## src/rtl/keccak_round_ctrl.sv

```systemverilog
// Keccak round controller: sequences absorb, keccak-f[1600] rounds and squeeze
// for SHAKE128/SHAKE256. Only enables and handshakes are produced here; the
// 1600-bit state and round logic live in a separate datapath.
module keccak_round_ctrl #(
   parameter int ROUNDS   = 24,
   parameter int RATE_128 = 1344,
   parameter int RATE_256 = 1088,
   parameter int SIZE_W   = 32
) (
   input  logic              clk,
   input  logic              rst,
   input  logic [1:0]        operation_mode,
   input  logic [SIZE_W-1:0] output_size,
   input  logic              input_buffer_ready,
   input  logic              last_block_in_buffer,
   input  logic              output_buffer_ready,
   output logic              input_buffer_ready_clr,
   output logic              last_block_in_buffer_clr,
   output logic              state_init,
   output logic              absorb_en,
   output logic              round_en,
   output logic [4:0]        round_idx,
   output logic              output_buffer_we,
   output logic              busy,
   output logic              done
);

   typedef enum logic [2:0] {
      IDLE,
      ABSORB,
      PERMUTE,
      SQUEEZE,
      DONE
   } state_t;

   localparam logic [4:0]        LAST_ROUND = 5'(ROUNDS - 1);
   localparam logic [SIZE_W-1:0] RATE128_W  = SIZE_W'(RATE_128);
   localparam logic [SIZE_W-1:0] RATE256_W  = SIZE_W'(RATE_256);

   state_t            state_q, state_d;
   logic [4:0]        round_cnt_q, round_cnt_d;
   logic [SIZE_W-1:0] remaining_q, remaining_d;
   logic [1:0]        mode_q, mode_d;
   logic              is_last_q, is_last_d;
   logic [SIZE_W-1:0] rate;

   // Only 2'b01 selects SHAKE256; every other encoding falls back to SHAKE128.
   always_comb begin
      rate = (mode_q == 2'b01) ? RATE256_W : RATE128_W;
   end

   // State register plus the round counter, remaining-bits counter and captured message attributes.
   always_ff @(posedge clk) begin
      if (rst) begin
         state_q     <= IDLE;
         round_cnt_q <= '0;
         remaining_q <= '0;
         mode_q      <= '0;
         is_last_q   <= 1'b0;
      end else begin
         state_q     <= state_d;
         round_cnt_q <= round_cnt_d;
         remaining_q <= remaining_d;
         mode_q      <= mode_d;
         is_last_q   <= is_last_d;
      end
   end

   // Next-state and counter update; a block is only taken from IDLE or ABSORB, so a
   // block that arrives early waits in the external latch until the FSM is ready.
   always_comb begin
      state_d     = state_q;
      round_cnt_d = round_cnt_q;
      remaining_d = remaining_q;
      mode_d      = mode_q;
      is_last_d   = is_last_q;
      case (state_q)
         IDLE: begin
            if (input_buffer_ready) begin
               remaining_d = output_size;
               mode_d      = operation_mode;
               is_last_d   = last_block_in_buffer;
               round_cnt_d = '0;
               state_d     = PERMUTE;
            end
         end
         ABSORB: begin
            if (input_buffer_ready) begin
               is_last_d   = last_block_in_buffer;
               round_cnt_d = '0;
               state_d     = PERMUTE;
            end
         end
         PERMUTE: begin
            if (round_cnt_q == LAST_ROUND) begin
               round_cnt_d = '0;
               if (!is_last_q) begin
                  state_d = ABSORB;
               end else if (remaining_q == '0) begin
                  state_d = DONE;
               end else begin
                  state_d = SQUEEZE;
               end
            end else begin
               round_cnt_d = round_cnt_q + 5'd1;
            end
         end
         SQUEEZE: begin
            if (output_buffer_ready) begin
               if (remaining_q <= rate) begin
                  remaining_d = '0;
                  state_d     = DONE;
               end else begin
                  remaining_d = remaining_q - rate;
                  state_d     = PERMUTE;
               end
            end
         end
         DONE: begin
            state_d = IDLE;
         end
         default: begin
            state_d = IDLE;
         end
      endcase
   end

   // Control outputs decoded from the current state and the handshake inputs.
   always_comb begin
      input_buffer_ready_clr   = 1'b0;
      last_block_in_buffer_clr = 1'b0;
      state_init               = 1'b0;
      absorb_en                = 1'b0;
      round_en                 = 1'b0;
      round_idx                = '0;
      output_buffer_we         = 1'b0;
      busy                     = (state_q != IDLE);
      done                     = 1'b0;
      case (state_q)
         IDLE: begin
            if (input_buffer_ready) begin
               state_init               = 1'b1;
               absorb_en                = 1'b1;
               input_buffer_ready_clr   = 1'b1;
               last_block_in_buffer_clr = last_block_in_buffer;
            end
         end
         ABSORB: begin
            if (input_buffer_ready) begin
               absorb_en                = 1'b1;
               input_buffer_ready_clr   = 1'b1;
               last_block_in_buffer_clr = last_block_in_buffer;
            end
         end
         PERMUTE: begin
            round_en  = 1'b1;
            round_idx = round_cnt_q;
         end
         SQUEEZE: begin
            output_buffer_we = output_buffer_ready;
         end
         DONE: begin
            done = 1'b1;
         end
         default: begin
            busy = 1'b1;
         end
      endcase
   end

endmodule

```

## config.mk

```make
export PLATFORM = sky130hd
export DESIGN_NAME = keccak_round_ctrl
export DESIGN_NICKNAME = d
export VERILOG_FILES = /design/src/rtl/keccak_round_ctrl.sv
export SDC_FILE = /design/constraint.sdc
export NUM_CORES = 1
export LEC_CHECK = 0
export CORE_MARGIN = 1
export CORE_UTILIZATION = 57
export DETAILED_ROUTE_END_ITERATION = 10
export HOLD_SLACK_MARGIN = 0.12
export PLACE_DENSITY_LB_ADDON = 0.05
export SYNTH_ARGS = -nofsm -noshare
export SYNTH_HDL_FRONTEND = slang
export SYNTH_SLANG_ARGS = --single-unit
```

## constraint.sdc

```tcl
create_clock -name clk -period 4.3 [get_ports clk]
set_clock_uncertainty 0.1 [all_clocks]
set_input_delay 1.29 -clock clk [delete_from_list [all_inputs] [get_ports clk]]
set_output_delay 1.29 -clock clk [all_outputs]
set_load 0.05 [all_outputs]
```

==> impl_metrics.env <==
export IMPL_outcome="finished clean"
export IMPL_io_pins=52
export IMPL_critical_path_arrival_ns=2.64
export IMPL_synthAdderAreaFrac_pct=2.24
export IMPL_synth_cells=358
export IMPL_synth_xor_area_share_pct=0.313
export IMPL_drv_cap=0
export IMPL_r2r_start="mode_q[0]$_SDFFE_PP0P_"
export IMPL_io_buffers=51
export IMPL_syn_area_per_cell_sq_um=7.82
export IMPL_max_freq_ghz=0.248
export IMPL_vias=3075
export IMPL_finalCritPeriodShare_pct=93.8
export IMPL_critPathCaptureType="output port"
export IMPL_drc=0
export IMPL_place_area_sq_um=3350
export IMPL_synth_area_leaders="dfxtp_1, nand2_1, a21oi_1, a31oi_1, nor2_1"
export IMPL_ys_seq_area_share_pct=30.8
export IMPL_rr_worst_depth=8
export IMPL_setup_tns_ns=0
export IMPL_synth_seq_cells=43
export IMPL_critical_path_max_fanout=4
export IMPL_grt_ovfl_total=0
export IMPL_yosysTopAreaCell="dfxtp_1"
export IMPL_utilization_pct=72.9
export IMPL_peakVddDrop_uv=220
export IMPL_rows=25
export IMPL_via_per_inst=6.66
export IMPL_stdcell_count=462
export IMPL_grt_antenna_before_repair=0
export IMPL_cp_start_kind="input port"
export IMPL_synth_nets=402
export IMPL_yosysWarnings=0
export IMPL_crit_start="input_buffer_ready"
export IMPL_die_area_sq_um=5190
export IMPL_grt_pass1_wl_mm=13.0
export IMPL_muxShareOfSynthArea_pct=0.715
export IMPL_min_delay_start="mode_q[0]$_SDFFE_PP0P_"
export IMPL_ant_nets=0
export IMPL_syn_area_sq_um=2800
export IMPL_synth_compound_area_share_pct=29.5
export IMPL_power_density_nw_per_um2=306
export IMPL_synth_edf_count=0
export IMPL_tightest_slew_ns=0.824
export IMPL_dp_cells=454
export IMPL_hold_path_class="flop to flop"
export IMPL_drive_gt1_share_pct=7.59
export IMPL_die_h_um=72.1
export IMPL_cp_required_ns=2.91
export IMPL_nets=438
export IMPL_numCtsBuffers=5
export IMPL_clkTransAtPathRegs_ns=0.09
export IMPL_grtUsageTotal_pct=31.6
export IMPL_dr_first_iter_drc_count=440
export IMPL_hpwl_mm=5.22
export IMPL_ctsRootBufferMaster="clkbuf_8"
export IMPL_synth_most_common_cell="dfxtp_1"
export IMPL_cts_setup_buffers=0
export IMPL_hold_depth=2
export IMPL_synth_top_family_by_area="compound AO/OA/AOI/OAI gates"
export IMPL_ys_flop_type="dfxtp_1"
export IMPL_hold_viol_final=0
export IMPL_wl_per_cell_um=17.3
export IMPL_yosys_top_cells_count="dfxtp_1, nand2_1, a21oi_1"
export IMPL_relSlewSlack_pct=44.9
export IMPL_cts_sinks=43
export IMPL_htreeDepth=2
export IMPL_die_x_um=72.1
export IMPL_yosysUniqueCellTypes=59
export IMPL_holdBufCountCts=0
export IMPL_grt_max_degree=44
export IMPL_path_class="input port to output port"
export IMPL_maxSlewViolCount=0
export IMPL_num_antenna_cells=0
export IMPL_cts_resized_gates=0
export IMPL_hold_ws_ns=0.373
export IMPL_p_leak_nw=1.24
export IMPL_place_gp_congestion=0.865
export IMPL_async_reset_ff_share_pct=0
export IMPL_initial_core_util_pct=59.3
export IMPL_core_sq_um=4720
export IMPL_clkLatencyLatePin_ns=0.31
export IMPL_synth_simple_gate_area_share_pct=29.4
export IMPL_min_period_ns=4.03
export IMPL_finalSetupViolCount=0
export IMPL_routed_wl_mm=7.99
export IMPL_netlist_area_leader_share_pct=30.8
export IMPL_rsz0062_at_grt="false"
export IMPL_cts_buffer_depth=2
export IMPL_drtPass1Iterations=5
export IMPL_grt_pass1_vias=2766
export IMPL_syn2layout_area_growth_pct=23.0
export IMPL_design_area_sq_um=3440
export IMPL_cts_tree="built"
==> state kept, by name, summed over array words and instances, names as in the netlist <==
signal	count
remaining_q	32
is_last_q	1
mode_q	2
round_cnt_q	5
state_q	3
==> where the power goes <==
group,total [W],switching [W],internal [W]
clock network,0.000269,0.000156,0.000113
logic,0.000327,0.000196,0.000131
registers,0.000457,0.0000318,0.000425
==> per-layer routing <==
metal / GRT usage [%] / routed length (um) / up-vias
li1: - / - / 1444
met1: 42.4 / 3430 / 1439
met2: 51.6 / 3760 / 166
met3: 4.86 / 645 / 26
met4: 11.1 / 158 / 0
met5: 0 / 0 / -
==> worst paths after layout <==
check                                  to  slack, ns
max                            state_init       0.27
min                mode_q[0]$_SDFFE_PP0P_       0.37
min reg2reg        mode_q[0]$_SDFFE_PP0P_       0.37
max reg2reg  remaining_q[21]$_SDFFE_PP0P_       1.71
==> cells in the final DEF (no fill, tap or decap), drive strengths merged, types with 3 or more instances in the layout <==
cell type and n:
nor3 11, nor2 23, o211ai 9, ha 5, and3 5, o21ai 11
inv 11, or2 4, a21oi 24, clkbuf 5, a31oi 15, o21a 6
nand3 16, buf 12, a32o 6, dfxtp 43, clkdlybuf4s50 46, nand4b 3
nor4 13, or3 4, o221ai 3, and2 10, a22oi 6, nor2b 5
nand2 39, a32oi 5, o32ai 5, and4 4, nand4 5, a41oi 6
==> stage by stage <==
step,setup slack (ns),power (W)
2_1_floorplan,0.296,0.000682
6_report,0.267,0.00105
4_1_cts,0.264,0.00105
3_3_place_gp,0.312,0.000777
3_5_place_dp,0.303,0.000783
5_1_grt,0.146,0.00110
==> logic make-up (layout without fill, tap and decap cells) <==
group	after synthesis	in the layout
xor gates and xnor gates	1	1
adders and majority gates	5	5
AOI/OAI and AO/OA	115	115
muxes	2	2
DFF	43	43
buffers and inverters	41	78
and+or+nand+nor	151	151
==> critical path, stage by stage <==
cell	delay, ns
clkdlybuf4s50_1	0.49
or4b_1	0.62
clkinv_4	0.11
buf_12	0.13
==> cell type report <==
type,instances,area (sq um)
repair buffers,58,613
clock inverters,3,20.0
inverters,12,50.0
clock buffers,5,68.8
multi-input cells,274,1750
flip-flops and latches,43,861
well taps,67,83.8
fillers,397,1280
No activity file was read; power rests on OpenSTA's default activity.
